==> config.mk <==
export PLATFORM = sky130hd
export DESIGN_NAME = pipe_ctrl_unit
export DESIGN_NICKNAME = d
export VERILOG_FILES = /design/src/rtl/pipe_ctrl_pkg.sv /design/src/rtl/pipe_stall_decode.sv /design/src/rtl/pipe_ctrl_unit.sv
export SDC_FILE = /design/constraint.sdc
export NUM_CORES = 1
export LEC_CHECK = 0
export ABC_AREA = 1
export CAP_MARGIN = 20
export CORE_MARGIN = 4
export CORE_UTILIZATION = 36
export DETAILED_ROUTE_END_ITERATION = 16
export SLEW_MARGIN = 0
export SYNTH_ARGS = -nofsm -noshare
export SYNTH_HDL_FRONTEND = slang
export SYNTH_SLANG_ARGS = --single-unit
==> constraint.sdc <==
create_clock -name clk -period 1.92 [get_ports clk]
set_input_delay 0.48 -clock clk [delete_from_list [all_inputs] [get_ports clk]]
set_output_delay 0.48 -clock clk [all_outputs]
set_load 0.005 [all_outputs]
==> src/rtl/pipe_ctrl_pkg.sv <==
// Shared types and constants for the pipeline
// write-enable / flush controller.
package pipe_ctrl_pkg;

  typedef enum logic {
    RUN,
    HOLD
  } state_e;

  typedef enum logic [2:0] {
    EXC,
    FREEZE,
    REDIR,
    STALL,
    FLOW
  } rule_e;

  localparam logic FLUSH_ENABLE = 1'b1;
  localparam logic CACHE_BUSY   = 1'b1;

endpackage

==> src/rtl/pipe_stall_decode.sv <==
// Local stall decode: the oldest stalling stage
// freezes itself and everything younger.
module pipe_stall_decode #(
  parameter int NUM_REGS = 7
) (
  input  logic [NUM_REGS-1:0] stall_req,
  output logic [NUM_REGS-1:0] wr,
  output logic [NUM_REGS-1:0] flush
);

  logic found;
  int   k;

  // highest set stall bit, then freeze 0..k and bubble k+1
  always_comb begin
    found = 1'b0;
    k     = 0;
    for (int i = 0; i < NUM_REGS; i++) begin
      if (stall_req[i]) begin
        found = 1'b1;
        k     = i;
      end
    end
    for (int i = 0; i < NUM_REGS; i++) begin
      wr[i]    = !found || (i > k);
      flush[i] = found && (i == k + 1);
    end
  end

endmodule

==> src/rtl/pipe_ctrl_unit.sv <==
// Pipeline write-enable / flush controller with
// redirect replay, stall counter and hang watchdog.
module pipe_ctrl_unit
  import pipe_ctrl_pkg::*;
#(
  parameter int NUM_REGS   = 7,
  parameter int NUM_CACHES = 2,
  parameter int EXC_STAGE  = 4,
  parameter logic [NUM_REGS-1:0] REDIRECT_FLUSH_MASK =
    NUM_REGS'('b0000100),
  parameter int CNT_W      = 32,
  parameter int TIMEOUT    = 1024
) (
  input  logic                  clk,
  input  logic                  resetn,
  input  logic [NUM_REGS-1:0]   stall_req,
  input  logic [NUM_CACHES-1:0] cache_busy,
  input  logic                  exc_req,
  input  logic                  redirect_req,
  input  logic                  cnt_clr,
  output logic [NUM_REGS-1:0]   wr,
  output logic [NUM_REGS-1:0]   flush,
  output logic                  commit_block,
  output logic                  icache_flush,
  output logic                  dcache_flush,
  output logic                  redirect_fire,
  output logic                  redirect_pend,
  output logic [CNT_W-1:0]      stall_cnt,
  output logic                  hang
);

  localparam int HW = $clog2(TIMEOUT + 1);
  localparam logic [HW-1:0] TMO = HW'(TIMEOUT);

  state_e state_q, state_n;
  rule_e  rule;

  logic                busy;
  logic                pend_q, pend_n;
  logic                hold_cond;
  logic [HW-1:0]       hold_q, hold_n;
  logic                hang_q;
  logic [CNT_W-1:0]    cnt_q;
  logic [NUM_REGS-1:0] st_wr, st_fl;
  logic [NUM_REGS-1:0] exc_wr, exc_fl;
  logic [NUM_REGS-1:0] redir_fl;
  logic [NUM_REGS-1:0] wr_c, fl_c;
  logic                cb_c, icf_c, dcf_c, fire_c;

  pipe_stall_decode #(
    .NUM_REGS (NUM_REGS)
  ) u_decode (
    .stall_req (stall_req),
    .wr        (st_wr),
    .flush     (st_fl)
  );

  assign busy = |(cache_busy & {NUM_CACHES{CACHE_BUSY}});
  assign redir_fl = {REDIRECT_FLUSH_MASK[NUM_REGS-1:1], 1'b0};

  // exception squashes 1..EXC_STAGE, older stages retire
  always_comb begin
    for (int i = 0; i < NUM_REGS; i++) begin
      exc_fl[i] = (i >= 1) && (i <= EXC_STAGE);
      exc_wr[i] = (i == 0) || (i > EXC_STAGE);
    end
  end

  // priority rule select
  always_comb begin
    rule = FLOW;
    if (exc_req)
      rule = EXC;
    else if (busy)
      rule = FREEZE;
    else if ((pend_q || redirect_req) && stall_req == '0)
      rule = REDIR;
    else if (stall_req != '0)
      rule = STALL;
  end

  // per-rule outputs and redirect latch
  always_comb begin
    wr_c      = '1;
    fl_c      = '0;
    cb_c      = 1'b0;
    icf_c     = 1'b0;
    dcf_c     = 1'b0;
    fire_c    = 1'b0;
    hold_cond = 1'b0;
    pend_n    = pend_q;
    unique case (rule)
      EXC: begin
        wr_c   = exc_wr;
        fl_c   = exc_fl;
        icf_c  = FLUSH_ENABLE;
        dcf_c  = FLUSH_ENABLE;
        pend_n = 1'b0;
      end
      FREEZE: begin
        wr_c      = '0;
        cb_c      = 1'b1;
        hold_cond = 1'b1;
        pend_n    = pend_q | redirect_req;
      end
      REDIR: begin
        fl_c   = redir_fl;
        icf_c  = FLUSH_ENABLE;
        fire_c = 1'b1;
        pend_n = 1'b0;
      end
      STALL: begin
        wr_c      = st_wr;
        fl_c      = st_fl;
        hold_cond = 1'b1;
        pend_n    = pend_q | redirect_req;
      end
      default: ;
    endcase
  end

  // freeze tracking FSM
  always_comb begin
    state_n = state_q;
    unique case (state_q)
      RUN:     if (busy && !exc_req) state_n = HOLD;
      HOLD:    if (exc_req || !busy) state_n = RUN;
      default: state_n = RUN;
    endcase
  end

  // contiguous hold length, saturating at the timeout
  always_comb begin
    hold_n = '0;
    if (hold_cond)
      hold_n = (hold_q == TMO) ? TMO : hold_q + HW'(1);
  end

  // state, pending redirect, watchdog and stall counter
  always_ff @(posedge clk or negedge resetn) begin
    if (!resetn) begin
      state_q <= RUN;
      pend_q  <= 1'b0;
      hold_q  <= '0;
      hang_q  <= 1'b0;
      cnt_q   <= '0;
    end else begin
      state_q <= state_n;
      pend_q  <= pend_n;
      hold_q  <= hold_n;
      if (hold_n == TMO)
        hang_q <= 1'b1;
      if (cnt_clr)
        cnt_q <= '0;
      else if (!(&wr_c) && !(&cnt_q))
        cnt_q <= cnt_q + CNT_W'(1);
    end
  end

  assign wr            = resetn ? wr_c : '0;
  assign flush         = resetn ? fl_c : '0;
  assign commit_block  = resetn & cb_c;
  assign icache_flush  = resetn & icf_c;
  assign dcache_flush  = resetn & dcf_c;
  assign redirect_fire = resetn & fire_c;
  assign redirect_pend = pend_q;
  assign stall_cnt     = cnt_q;
  assign hang          = resetn & (hang_q | (hold_n == TMO));

endmodule

-- Yosys cells after proc, flatten, opt, wreduce, memory -nomap -nowiden
Index checks and enable logic that the tools add are counted.
- divide/modulo/power cells: 0
- multipliers: 0
- bitwise logic cells: 7
- equality and inequality tests: 11
- order comparisons: 7
- mux-type cells: 31
- $add $sub $neg: 3
- shift-type cells: 0
- reductions and logical operators: 31
- operators by type and width (cell ; count):
    equality test 4 x 32 -> 1 bit (first input constant) ; 3
    equality test 3 x 32 -> 1 bit (first input constant) ; 2
    two-way mux 32 bit ; 2
    one-hot mux 7 bit (3 select lines) ; 2
    adder 32 x 1 -> 32 bit (second input constant) ; 1
    equality test 2 x 32 -> 1 bit (first input constant) ; 1
    logical NOT 32 bit ; 1
    AND reduction 32 bit ; 1
    equality test 11 bit (second input constant) ; 2
    two-way mux 11 bit ; 2
    two-way mux 3 bit ; 7
    two-way mux 7 bit ; 2
    two-way mux 1 bit ; 13
    adder 11 x 1 -> 11 bit (second input constant) ; 1
    greater-than comparator 3 bit (first input constant) ; 3
    logical AND 1 bit ; 9
    logical OR 1 bit ; 8
    logical NOT 7 bit ; 1
    AND reduction 7 bit ; 1
    nonzero test 7 bit ; 1
    equality test 3 x 2 -> 1 bit (second input constant) ; 2
    greater-than comparator 1 x 3 -> 1 bit (first input constant) ; 2
    greater-than comparator 2 x 3 -> 1 bit (first input constant) ; 2
    OR reduction 2 bit ; 3
    other kinds (9) ; 18
- register bits: 45
- RAM bits: 0
- bits in latches: 0
- output and inout bits: 52
- ROM bits: 0
- memories kept: 0
- word-level logic and storage cells: 94

-- Depth between registers and ports, before layout
Gate-level depths: netlist of the first run.
- word-level depth: 15
- gate-level depth with buffers: 12
- gate-level depth less buffers: 11

-- Hierarchy
A second synthesis of the first run with hierarchy kept.
- cells, all modules: 614
- area total of the unflattened synthesis: 3681.0 um^2
- by module, submodules not included (module ; area an instance (um^2) ; times used ; cells each):
    pipe_ctrl_unit ; 3490.8 ; 1 ; 571
    pipe_stall_decode ; 190.2 ; 1 ; 43

-- Worst setup path after synthesis of the first run
OpenSTA, ideal clock, no wires.
- kind: input port to output port
- start point: input port stall_req[2]
- end point: output port hang
- path slack: -0.081 ns
- stages on the path: 10
- required time: 1.440 ns
- path buffers: 1
- arrival time: 1.521 ns
- path through: nor2_1 -> nand2_1 -> o21ai_0 -> nand2_1 -> buf_6 -> nand2_1 -> nand2_1 -> nor2_1 -> nand3_1 -> a21oi_1
- word-level cells in the longest chain between the ends: 12
- elaborated cells between the ends (all ways): 15
- classes of those cells: eq/ne (3); mux (6); bitwise (2); reduce/logical (4)
- ends and longest elaborated chain (what ; RTL line ; text):
    start, declared ; pipe_ctrl_unit.sv:16 ; input logic [NUM_REGS-1:0] stall_req,
    nonzero test 7 bit or logical NOT 7 bit (tied branches) ; pipe_ctrl_unit.sv:78, pipe_ctrl_unit.sv:76 ;
    two-way mux 3 bit or logical AND 1 bit (tied branches) ; pipe_ctrl_unit.sv:78, pipe_ctrl_unit.sv:76 ;
    two-way mux 3 bit * ; pipe_ctrl_unit.sv:76 ; else if ((pend_q || redirect_req) && stall_req == '0)
    two-way mux 3 bit * ; pipe_ctrl_unit.sv:74 ; else if (busy)
    two-way mux 3 bit * ; pipe_ctrl_unit.sv:72 ; if (exc_req)
    equality test 3 x 1 -> 1 bit or equality test 3 x 2 -> 1 bit (tied branches) ; pipe_ctrl_unit.sv:92 ; unique case (rule)
    OR reduction 2 bit (no line) * ; - ;
    two-way mux 1 bit * ; pipe_ctrl_unit.sv:92 ;
    two-way mux 11 bit * ; pipe_ctrl_unit.sv:135 ; if (hold_cond)
    equality test 11 bit * ; pipe_ctrl_unit.sv:168 ; assign hang = resetn & (hang_q | (hold_n == TMO));
    OR 1 bit * ; pipe_ctrl_unit.sv:168 ;
    AND 1 bit * ; pipe_ctrl_unit.sv:168 ;
    end, declared ; pipe_ctrl_unit.sv:29 ; output logic hang
Mark *: on every way between the ends. The rest lies on a longest branch, timed or not.

-- Worst setup path in the final report of the first run
- start point: register hold_q[0]
- end point: output port hang
- word-level cells in the longest chain between the ends: 6
- elaborated cells between the ends (all ways): 7
- classes of those cells: add/sub (1); eq/ne (2); mux (2); bitwise (2)
- ends and longest elaborated chain (what ; RTL line ; text):
    start, declared ; pipe_ctrl_unit.sv:41 ; logic [HW-1:0] hold_q, hold_n;
    start signal, assigned ; pipe_ctrl_unit.sv:150 ; hold_q <= hold_n;
    adder 11 x 1 -> 11 bit or equality test 11 bit (tied branches) ; pipe_ctrl_unit.sv:136 ; hold_n = (hold_q == TMO) ? TMO : hold_q + HW'(1);
    two-way mux 11 bit * ; pipe_ctrl_unit.sv:136 ;
    two-way mux 11 bit * ; pipe_ctrl_unit.sv:135 ;
    equality test 11 bit * ; pipe_ctrl_unit.sv:168 ;
    OR 1 bit * ; pipe_ctrl_unit.sv:168 ;
    AND 1 bit * ; pipe_ctrl_unit.sv:168 ;
Marks and branches as above.

==> impl_table.tex, run 1 <==
\begin{tabular}{lr}
\hline
Metric & Value \\
\hline
\multicolumn{2}{l}{\textbf{Run status}} \\
\quad Status & finished, violations left \\
\quad Violations in the final reports & negative setup slack \\
\multicolumn{2}{l}{\textbf{Global route}} \\
\quad GRT Util Overall & 21.8\% \\
\quad Number of global-route vias before repair & 3,828 \\
\quad Largest net degree at the start of global routing & 46 \\
\quad Total grt overflow & 0 \\
\quad First-pass GRT wire length & roughly 18,000 um \\
\quad Initial antenna violation count & 0 \\
\multicolumn{2}{l}{\textbf{Placed design}} \\
\quad Final weighted congestion of routability-driven global placement & 0.876 \\
\quad Count of input and output buffers & 64 \\
\quad Detailed placer's ending HPWL & $\sim$8000 um \\
\quad Post-place instance area & 4370 um\^{}2 \\
\multicolumn{2}{l}{\textbf{Drt}} \\
\quad Violation count after the first detailed-routing iteration & 203 \\
\quad Antenna viol nets, final & 0 \\
\quad Final routed wire length divided by cell count & 14.8 um \\
\quad First-pass iteration count of the detailed router & 5 \\
\quad Overall routed net length & 11,000 um \\
\quad Via-per-instance ratio & 5.05 \\
\quad Post-route DRC violation count & 0 \\
\quad Via Count & 3,745 \\
\multicolumn{2}{l}{\textbf{Critical path}} \\
\quad Data arrival time of the critical path & $\sim$1.8 ns \\
\quad Worst EP required & 1.44 ns \\
\quad Startpoint types & flip-flop \\
\quad Crit. End Element & primary output \\
\quad Critical Path Fanout Max & 3 \\
\quad Worst Setup Path Type & reg -> out \\
\multicolumn{2}{l}{\textbf{Floorplan}} \\
\quad Overall die area & around 10,000 um\^{}2 \\
\quad Die extent in y & 102 um \\
\quad \# rows & 34 \\
\quad Effective utilization at floorplan & a little under two fifths \\
\quad Number of placed I/O pins & 66 \\
\quad Chip width & roughly 100 um \\
\quad Core outline area & about 8700 um\^{}2 \\
\multicolumn{2}{l}{\textbf{Clock network}} \\
\quad Clock transition at the register clock pins on the worst setup and hold paths after CTS & 0.09 ns \\
\quad Number of buffers created by CTS & 5 \\
\quad CTS tree & yes \\
\quad Quantity of hold-fixing buffers added after cts & 0 \\
\quad Cell at the root of the clock tree & clkbuf\_8 \\
\quad Max Buffers Root-to-Sink & 2 \\
\quad Sink count of the clock tree & 45 \\
\quad \# H-tree levels & 2 \\
\quad Latest clock arrival within the worst-skew pair & 0.30 ns \\
\multicolumn{2}{l}{\textbf{Finish}} \\
\quad ANT cells & 0 \\
\quad Count of nets after finishing & 650 \\
\quad Post-route core utilization & roughly 57\% \\
\quad Proportion of layout cells with a drive suffix above 1 & 33.5\% \\
\quad Final-layout fill cell count & 805 \\
\quad Area growth, synth to finish & 55.6\% \\
\quad Most frequent standard cell in the layout excluding fill and tap cells & nand2\_1 \\
\quad Most frequent cells in the layout & nand2\_1, buf\_4, inv\_1 \\
\quad Area of all placed cells without fillers & 4970 um\^{}2 \\
\multicolumn{2}{l}{\textbf{Synthesis}} \\
\quad Synthesized net count & approximately 500 \\
\quad Synthesized area divided by synthesized cell count & around 6.6 um\^{}2 \\
\quad Count of cell types in the netlist & 36 \\
\quad Cell type contributing the most total cell area after synthesis & dfrtp\_1 \\
\quad Number of warnings reported in the yosys synthesis log & 0 \\
\quad Share of synthesized flip-flops with an asynchronous set or reset & 100\% \\
\quad Yosys reg bits & 45 \\
\quad Number of synthesized flops with an enable pin & 0 \\
\quad Leading post-synthesis cells by cell area & dfrtp\_1, nand2\_1, inv\_1 \\
\quad Most instantiated flip-flop cell in the synthesis netlist & dfrtp\_1 \\
\quad Post-synth design cell area & 3200 um\^{}2 \\
\quad Sequential fraction of the synthesis area & between 30\% and 40\% \\
\quad Number of cells produced by synthesis & slightly below 500 \\
\quad Area share of the largest cell type after synthesis & approximately a third \\
\multicolumn{2}{l}{\textbf{STA}} \\
\quad Final setup margin & -0.403 ns \\
\quad Final critical path time including I/O delays and setup & 2.32 ns \\
\quad Maximum clock frequency & 430 MHz \\
\quad Final Hold Violating Endpoints & 0 \\
\quad Count of endpoints failing setup in the final report & 13 \\
\quad Final setup skew & 0.0177 ns \\
\quad Unrepaired setup endpoints after global routing & true \\
\quad Tightest Pin Transition & between 0.6 and 0.7 ns \\
\quad Worst max-slew margin expressed relative to the limit & 59.7\% \\
\quad Portion of the clock cycle consumed by the worst path in the final layout & 121\% \\
\quad Final-report max-slew violation count & 0 \\
\multicolumn{2}{l}{\textbf{Power and ir drop}} \\
\quad Worst vdd rail ir drop & 287 uV \\
\quad Power per cell area & 451 nW/um\^{}2 \\
\quad Pleak & about 2.2 nW \\
\quad Overall power of the completed layout & 2.24 mW \\
\multicolumn{2}{l}{\textbf{Run}} \\
\quad Maxcap violations & 0 \\
\multicolumn{2}{l}{\textbf{Hold path}} \\
\quad Class of the tightest hold or removal check & in -> async \\
\hline
\end{tabular}
layer usage:
metal	vias to the layer above	global-route usage, %	part of all wire [%]
li1	1849	-	-
met3	25	3.07	3.3
met2	100	39.1	53
met1	1771	26.5	41
met4	0	7.67	2.5
met5	-	0	0
final timing paths:
path	startpoint	slack, ns	endpoint	cells past startpoint
max in group asynchronous	resetn	1.03	hold_q[1]	3
worst max-delay path	hold_q[0]	-0.40	hang	11
worst min-delay path	resetn	0.43	redirect_pend	3
worst max register to register	hold_q[0]	-0.36	hang_q	18
worst min register to register	hang_q	0.52	hang_q	2
min in group clk	hang_q	0.52	hang_q	2
Yosys cell counts (2+ instances only):
library cell / number
nand2_2: 3
buf_6: 2
inv_1: 74
ha_1: 3
nor3_2: 4
buf_2: 4
nand3_1: 31
nor3b_1: 2
o21ai_2: 3
nand4_1: 23
xor2_1: 12
o21ai_1: 23
dfrtp_1: 45
nor4_1: 2
inv_2: 3
clkbuf_1: 4
a21oi_1: 14
nand2_1: 128
o21ai_0: 10
nor2_1: 64
nor3_1: 18
flip-flops by register name, indices dropped and copies added (netlist names):
name           count
hold_q            11
redirect_pend      1
stall_cnt         32
hang_q             1
final cells by class:
class / instances / area [um^2] / share of cell area (%)
Sequential cell: 45 / 1130 / 22.7
Inverter: 79 / 312 / 6.26
Clock buffer: 7 / 86.3 / 1.74
Timing Repair Buffer: 149 / 1260 / 25.4
Multi-Input combinational cell: 353 / 2050 / 41.1
Tap cell: 108 / 135 / 2.72
metrics by stage:
step / worst slack, ns / setup TNS (ns) / std cells / hold WS (ns)
2_1_floorplan: -0.0145 / -0.0145 / 487 / 0.184
4_1_cts: -0.394 / -2.50 / 739 / 0.467
6_report: -0.403 / -1.91 / 741 / 0.430
3_5_place_dp: -1.19 / -26.91 / 706 / 0.481
5_1_grt: -0.519 / -2.97 / 741 / 0.476
3_3_place_gp: -1.14 / -26.29 / 706 / 0.450
worst max-delay path, stage by stage (launching register included):
cell and delay [ns]:
dfrtp_2 0.45, inv_4 0.09, ha_4 0.14, nand2_4 0.05, nor2_4 0.13, a21oi_2 0.08
nand2_2 0.09, nand2_1 0.05, nor2_1 0.11, nand3_1 0.11, a21oi_2 0.12, buf_2 0.13
cell families (layout without fill, tap and decap cells):
family,after synthesis,in the layout,share of synthesized area [%]
simple gates,280,281,38.9
buf+inv,90,235,11.7
compound gates,55,55,9.35
flops,45,45,35.2
xor+xnor,13,13,3.56
fa+ha+maj,3,3,1.17
other cells,1,1,0.117
where the power goes:
group / total (mW) / switching, mW / leakage [nW] / internal [mW]
logic: 0.600 / 0.307 / 1.56 / 0.293
clock network: 0.618 / 0.331 / 0.0443 / 0.287
registers: 1.03 / 0.0460 / 0.610 / 0.981
repair_timing:
item                       CTS  global route
setup buffers               26             7
setup endpoints to repair   48            19
cloned                       1             0
pin swaps                   37            34
gates resized for setup    191            38
(Power assumes the default switching activity.)
==> inputs of run 2 (changes only) <==
--- a/config.mk
+++ b/config.mk
@@ -6,6 +6,7 @@
 export NUM_CORES = 1
 export LEC_CHECK = 0
 export ABC_AREA = 1
+export ABC_CLOCK_PERIOD_IN_PS = 1920
 export CAP_MARGIN = 20
 export CORE_MARGIN = 4
 export CORE_UTILIZATION = 36
==> results of run 2 <==
The final DEF is identical to that of run 1; final timing and power are the same.
==> inputs of run 3 (changes only) <==
--- a/config.mk
+++ b/config.mk
@@ -11,6 +11,7 @@
 export CORE_MARGIN = 4
 export CORE_UTILIZATION = 36
 export DETAILED_ROUTE_END_ITERATION = 16
+export HOLD_SLACK_MARGIN = 0.02
 export SLEW_MARGIN = 0
 export SYNTH_ARGS = -nofsm -noshare
 export SYNTH_HDL_FRONTEND = slang
==> results of run 3 <==
The final DEF is identical to that of run 1; final timing and power are the same.
